--- src/rtl/joybus_rx_if.sv ---
// joybus_rx_if: control, line and result signals of the joybus response receiver
interface joybus_rx_if #(parameter int MAX_BITS = 32);
  logic                rx_start;
  logic [5:0]          rx_len;
  logic                jb_rx;
  logic [MAX_BITS-1:0] rx_data;
  logic                rx_busy;
  logic                rx_done;
  logic                rx_timeout;
  modport master (output rx_start, rx_len, jb_rx, input rx_data, rx_busy, rx_done, rx_timeout);
  modport slave (input rx_start, rx_len, jb_rx, output rx_data, rx_busy, rx_done, rx_timeout);
endinterface

--- src/rtl/joybus_rx.sv ---
// joybus_rx: measures controller low pulses on the joybus line and assembles the response bits
module joybus_rx #(
  parameter int CLK_PER_US = 50,
  parameter int MAX_BITS   = 32,
  parameter int TIMEOUT_US = 100
) (
  input logic       clk,
  input logic       rst_n,
  joybus_rx_if.slave bus
);
  localparam int TO_MAX = TIMEOUT_US * CLK_PER_US - 1;
  localparam int TW     = $clog2(TIMEOUT_US * CLK_PER_US) + 1;
  localparam int LW     = $clog2(2 * CLK_PER_US) + 1;
  typedef enum logic [1:0] {IDLE, WAIT_FALL, MEAS_LOW, DONE} state_t;
  state_t              state, state_d;
  logic [2:0]          sync;
  logic [TW-1:0]       to_cnt;
  logic [LW-1:0]       low_cnt;
  logic [5:0]          bit_cnt, target;
  logic [MAX_BITS-1:0] data;
  logic                done_q, to_q;
  logic                fall, rise, to_hit, glitch, bit_val, len_ok, enter;
  logic                accept, shift, abort, finish;
  // sync[1] is the synchronized line, sync[2] its one-cycle history
  assign fall    = sync[2] & ~sync[1];
  assign rise    = ~sync[2] & sync[1];
  assign to_hit  = to_cnt == TW'(TO_MAX);
  assign glitch  = low_cnt < LW'(CLK_PER_US / 2);
  assign bit_val = low_cnt < LW'(2 * CLK_PER_US);
  assign len_ok  = bus.rx_len != 6'd0 && bus.rx_len <= 6'(MAX_BITS);
  assign enter   = state_d != state && (state_d == WAIT_FALL || state_d == MEAS_LOW);
  assign bus.rx_data    = data;
  assign bus.rx_busy    = state != IDLE;
  assign bus.rx_done    = done_q;
  assign bus.rx_timeout = to_q;
  // state register
  always_ff @(posedge clk or negedge rst_n)
    if (!rst_n) state <= IDLE;
    else state <= state_d;
  // next state and per-cycle strobes; the stop pulse is recognised by count, not by width
  always_comb begin
    state_d = state;
    accept  = 1'b0;
    shift   = 1'b0;
    abort   = 1'b0;
    finish  = 1'b0;
    case (state)
      IDLE: if (bus.rx_start) begin
        accept  = 1'b1;
        state_d = WAIT_FALL;
      end
      WAIT_FALL: if (fall) state_d = MEAS_LOW;
      else if (to_hit) begin
        abort   = 1'b1;
        state_d = IDLE;
      end
      MEAS_LOW: if (rise) begin
        state_d = glitch ? WAIT_FALL : bit_cnt == target ? DONE : WAIT_FALL;
        shift   = !glitch && bit_cnt != target;
      end else if (to_hit) begin
        abort   = 1'b1;
        state_d = IDLE;
      end
      default: begin
        finish  = 1'b1;
        state_d = IDLE;
      end
    endcase
  end
  // input synchronizer, counters, shift register and registered done/timeout pulses
  always_ff @(posedge clk or negedge rst_n)
    if (!rst_n) begin
      sync    <= 3'b111;
      to_cnt  <= '0;
      low_cnt <= '0;
      bit_cnt <= '0;
      target  <= '0;
      data    <= '0;
      done_q  <= 1'b0;
      to_q    <= 1'b0;
    end else begin
      sync    <= {sync[1:0], bus.jb_rx};
      to_cnt  <= enter ? '0 : (state == WAIT_FALL || state == MEAS_LOW) ? to_cnt + 1'b1 : '0;
      low_cnt <= state != MEAS_LOW ? '0 : &low_cnt ? low_cnt : low_cnt + 1'b1;
      done_q  <= finish | abort;
      to_q    <= abort;
      if (accept) begin
        target  <= len_ok ? bus.rx_len : 6'(MAX_BITS);
        data    <= '0;
        bit_cnt <= '0;
      end else if (shift) begin
        data    <= {data[MAX_BITS-2:0], bit_val};
        bit_cnt <= bit_cnt + 1'b1;
      end
    end
endmodule
--- src/flat_wrapper.sv ---
// flat-port wrapper written by rule: the top's interface ports become plain ports
module joybus_rx_flat 
#(
  parameter int CLK_PER_US = 50,
  parameter int MAX_BITS   = 32,
  parameter int TIMEOUT_US = 100
)
  (clk, rst_n, bus_rx_start, bus_rx_len, bus_jb_rx, bus_rx_data, bus_rx_busy, bus_rx_done, bus_rx_timeout);
  joybus_rx_if #(.MAX_BITS(MAX_BITS)) bus_i ();
  input logic clk;
  input logic rst_n;
  input wire logic [$bits(bus_i.rx_start)-1:0] bus_rx_start;
  input wire logic [$bits(bus_i.rx_len)-1:0] bus_rx_len;
  input wire logic [$bits(bus_i.jb_rx)-1:0] bus_jb_rx;
  output wire logic [$bits(bus_i.rx_data)-1:0] bus_rx_data;
  output wire logic [$bits(bus_i.rx_busy)-1:0] bus_rx_busy;
  output wire logic [$bits(bus_i.rx_done)-1:0] bus_rx_done;
  output wire logic [$bits(bus_i.rx_timeout)-1:0] bus_rx_timeout;
  assign bus_i.rx_start = bus_rx_start;
  assign bus_i.rx_len = bus_rx_len;
  assign bus_i.jb_rx = bus_jb_rx;
  assign bus_rx_data = bus_i.rx_data;
  assign bus_rx_busy = bus_i.rx_busy;
  assign bus_rx_done = bus_i.rx_done;
  assign bus_rx_timeout = bus_i.rx_timeout;
  joybus_rx #(.CLK_PER_US(CLK_PER_US), .MAX_BITS(MAX_BITS), .TIMEOUT_US(TIMEOUT_US)) u_core (.clk(clk), .rst_n(rst_n), .bus(bus_i));
endmodule
--- config.mk ---
export PLATFORM = sky130hd
export DESIGN_NAME = joybus_rx_flat
export DESIGN_NICKNAME = d
export VERILOG_FILES = /design/src/rtl/joybus_rx_if.sv /design/src/rtl/joybus_rx.sv /design/src/flat_wrapper.sv
export SDC_FILE = /design/constraint.sdc
export NUM_CORES = 1
export LEC_CHECK = 0
export ABC_AREA = 1
export BUFFER_PORTS_ARGS = -buffer_cell sky130_fd_sc_hd__buf_2
export CORE_UTILIZATION = 40
export CTS_CLUSTER_DIAMETER = 120
export CTS_CLUSTER_SIZE = 25
export DETAILED_ROUTE_END_ITERATION = 10
export GPL_TIMING_DRIVEN = 0
export RECOVER_POWER = 25
export SKIP_LAST_GASP = 1
export SLEW_MARGIN = 20
export SYNTH_ARGS = -nofsm -noshare
export SYNTH_HDL_FRONTEND = slang
export SYNTH_SLANG_ARGS = --single-unit
--- constraint.sdc ---
create_clock -name clk -period 5.07 [get_ports clk]
set_clock_uncertainty 0.15 [all_clocks]
set_input_delay 0.2535 -clock clk [delete_from_list [all_inputs] [get_ports clk]]
set_output_delay 0.2535 -clock clk [all_outputs]
set_load 0.05 [all_outputs]
==> flow_metrics.py <==
metrics = {
    "yosys": {
        "yosysWarnings": 0,
        "synthMuxAreaShare_pct": 0.287,
        "synth.yosys.seq_area_share_pct": 52.4,
        "synthSimpleGateAreaFrac_pct": 23.4,
        "synthAdderAreaFrac_pct": 2.87,
        "syn_inst": 402,
        "synth_area_sq_mm": 0.00349,
        "syn_avg_cell_area_sq_um": 8.69,
        "synth_xor_xnor_area_share_pct": 1.50,
        "synth_nets": 420,
        "yosysUniqueCellTypes": 35,
        "synth_top_family_by_area": "simple AND/OR/NAND/NOR gates",
        "ys_ff_latch": 73,
        "synth_compound_area_share_pct": 11.3,
    },
    "place": {
        "gp_congestion": 0.784,
        "dpl-instance-area_sq_mm": 0.00387,
        "dp.cells": 552,
        "dpl.hpwl_um": 4970,
        "place.port_buffers": 44,
    },
    "cts": {
        "cts_setup_buffers": 0,
        "cts.repair.resized": 0,
        "clockBufferDepth": 2,
        "root_buffer": "clkbuf_8",
        "cts.sinks": 73,
        "cts.clk_slew.worst_paths_ps": 80,
        "clkLatencyLatePin_ps": 340,
        "h-tree-depth": 3,
        "cts_hold_buffers": 7,
        "cts_buffers": 9,
        "cts_tree": "yes",
    },
    "sta": {
        "tns_ps": 0,
        "period_needed_ps": 2170,
        "worstMarginPinSlew_ps": 1550,
        "setup_violations": 0,
        "relSlewSlack_pct": -3.34,
        "rsz0062_at_grt": "false",
        "hold_viol_final": 0,
        "fmax_mhz": 461,
        "period_share_pct": 42.8,
        "finalMaxSlewViolations": 27,
    },
    "worst_setup_path": {
        "endpoint_kind": "flop",
        "cp.required_ps": 5190,
        "crit_start": "u_core.state[0]",
        "reg2reg_depth": 7,
        "crit_end": "u_core.bus.rx_data[0]",
        "crit_type": "reg -> reg",
        "r2r-end": "u_core.bus.rx_data[0]",
        "ff2ff_setup_slack_ps": 2900,
        "worstReg2RegStart": "u_core.state[0]",
        "start_kind": "flop",
        "arrival_ps": 2290,
        "crit_fanout": 10,
    },
    "global_routing": {
        "grt_start_max_net_pins": 48,
        "grt_overflow": 0,
        "grt.total_usage_pct": 17.4,
        "antenna_found_initial": 0,
        "grt_pass1_wl_um": 12100,
        "grt_pass1_vias": 2683,
    },
    "finish": {
        "areaGrowthSynthToFinish_pct": 19.9,
        "fillers": 829,
        "final_core_util_pct": 50.2,
        "num_antenna_cells": 0,
        "fin_nets": 483,
        "fin_area_sq_mm": 0.00419,
        "drive_gt1_share_pct": 22.3,
        "fin_cells": 575,
    },
    "routing": {
        "met3_length_um": 229,
        "routed_wl_um": 7050,
        "drc": 0,
        "viasPerCell": 4.91,
        "drt-pass1-iter-count": 4,
        "highest_layer": "met4",
        "wire_per_inst_um": 12.3,
        "route.met2.wl_um": 3370,
        "route.layer.met1.wl_um": 3340,
        "drtIter0Drc": 76,
        "vias": 2822,
        "ant_nets": 0,
    },
    "job": {
        "maxCapViolCount": 1,
    },
    "floorplan": {
        "core_sq_mm": 0.00834,
        "die_h_um": 95.5,
        "ios": 45,
        "std_cell_rows": 33,
        "die-area_sq_mm": 0.00911,
        "initial_core_util_pct": 41.9,
        "die_w_um": 95.5,
    },
    "power": {
        "ir_drop_mv": 0.200,
        "power.density_mw_per_mm2": 398,
        "report.power.total_w": 0.00167,
        "p_leak_nw": 2.04,
    },
    "outcome": {
        "status": "finished with violations",
        "violations": "capacitance limit, slew limit",
    },
    "worst_hold_path": {
        "hold_path.class": "in -> reg",
    },
}
logic make-up (layout without fill, tap and decap cells):
family                     Yosys count  after routing
AOI/OAI and AO/OA                   67             67
xor gates and xnor gates             6              6
adders and majority gates            8              8
buffers and inverters               72            140
DFF                                 73             73
muxes                                1              1
and+or+nand+nor                    175            175
stage by stage:
stage	hold WS, ps	worst slack, ps
2_1_floorplan	-192	3060
3_3_place_gp	196	2860
3_5_place_dp	52.0	2890
4_1_cts	25.8	2860
5_1_grt	89.0	2640
6_report	60.3	2900
placed cells by master (no fill, tap or decap), drive strengths merged, types with 3 or more instances in the layout:
cell and instances:
ha 8, xnor2 3, dfstp 3, nand2 78, dlygate4sd3 7, buf 52
dfrtp 70, clkbuf 13, nand4 4, o22ai 21, o21ai 26, inv 64
nand3 36, xor2 3, bufinv 3, a21oi 10, nor2 49, a31oi 3
how the worst min path moves through the flow:
stage	start	endpoint	slack (ps)	cells past startpoint
floorplan	rst_n	u_core.bit_cnt[0]	-190	0
global placement	u_core.sync[0]	u_core.sync[1]	200	0
detailed placement	rst_n	u_core.bus.rx_data[1]	50	1
CTS	bus_rx_len[5]	u_core.target[0]	30	4
global route	bus_rx_len[5]	u_core.target[0]	90	4
finish	bus_rx_len[5]	u_core.target[0]	60	4
metal layers:
metal,vias up,global-route usage [%]
met4,0,6.34
met5,-,0
met2,47,27.6
li1,1435,-
met3,8,4.07
met1,1332,23.0
final cells by class:
type / instances / area [sq um] / area share [%]
Timing Repair Buffer: 52 / 317 / 7.56
Clock buffer: 9 / 124 / 2.96
Clock inverter: 7 / 124 / 2.96
Buffer: 11 / 60.1 / 1.43
Tap cell: 105 / 131 / 3.14
Inverter: 61 / 229 / 5.47
Sequential cell: 73 / 1830 / 43.7
Multi-Input combinational cell: 257 / 1370 / 32.8
worst max-delay path, stage by stage, from the launching register on:
cell	delay, ps
dfrtp_1	460
inv_1	110
ha_1	220
nand2_1	100
clkbuf_1	400
buf_1	410
nand2_1	90
o21ai_0	160
flip-flops by register name, summed over array words and instances (netlist names):
register and count:
u_core.bus.rx_timeout 1, u_core.bus.rx_data 32, u_core.sync 3, u_core.low_cnt 8, u_core.to_cnt 14, u_core.state 2, u_core.target 6, u_core.bit_cnt 6
u_core.bus.rx_done 1
Yosys cell counts:
library cell	instances	area (sq um)
a211oi_1	2	15.0
a21oi_1	8	40.0
a21oi_2	2	17.5
a31oi_1	3	18.8
buf_1	1	3.75
buf_2	6	30.0
buf_8	1	15.0
clkbuf_1	3	11.3
dfrtp_1	70	1750
dfstp_2	3	78.8
ha_1	8	100
inv_1	57	214
inv_2	4	15.0
mux2i_1	1	10.0
nand2_1	70	263
nand2_2	7	43.8
nand2_4	1	11.3
nand3_1	33	165
nand3_2	3	30.0
nand3b_1	2	15.0
nand4_1	4	25.0
nor2_1	33	124
nor2_2	15	93.8
nor2_4	1	11.3
nor3_1	2	10.0
nor4_1	2	12.5
o21ai_0	24	120
o21ai_1	2	10.0
o21bai_1	2	15.0
o221a_2	1	11.3
o22ai_1	21	131
o31ai_1	2	15.0
or2_2	2	12.5
xnor2_1	3	26.3
xor2_1	3	26.3
report_power, final:
part | internal [W] | switching (W)
combinational | 0.000142 | 0.000297
sequential | 0.000626 | 0.0000357
clock | 0.000333 | 0.000232
total | 0.00110 | 0.000565
(Power assumes the default switching activity.)
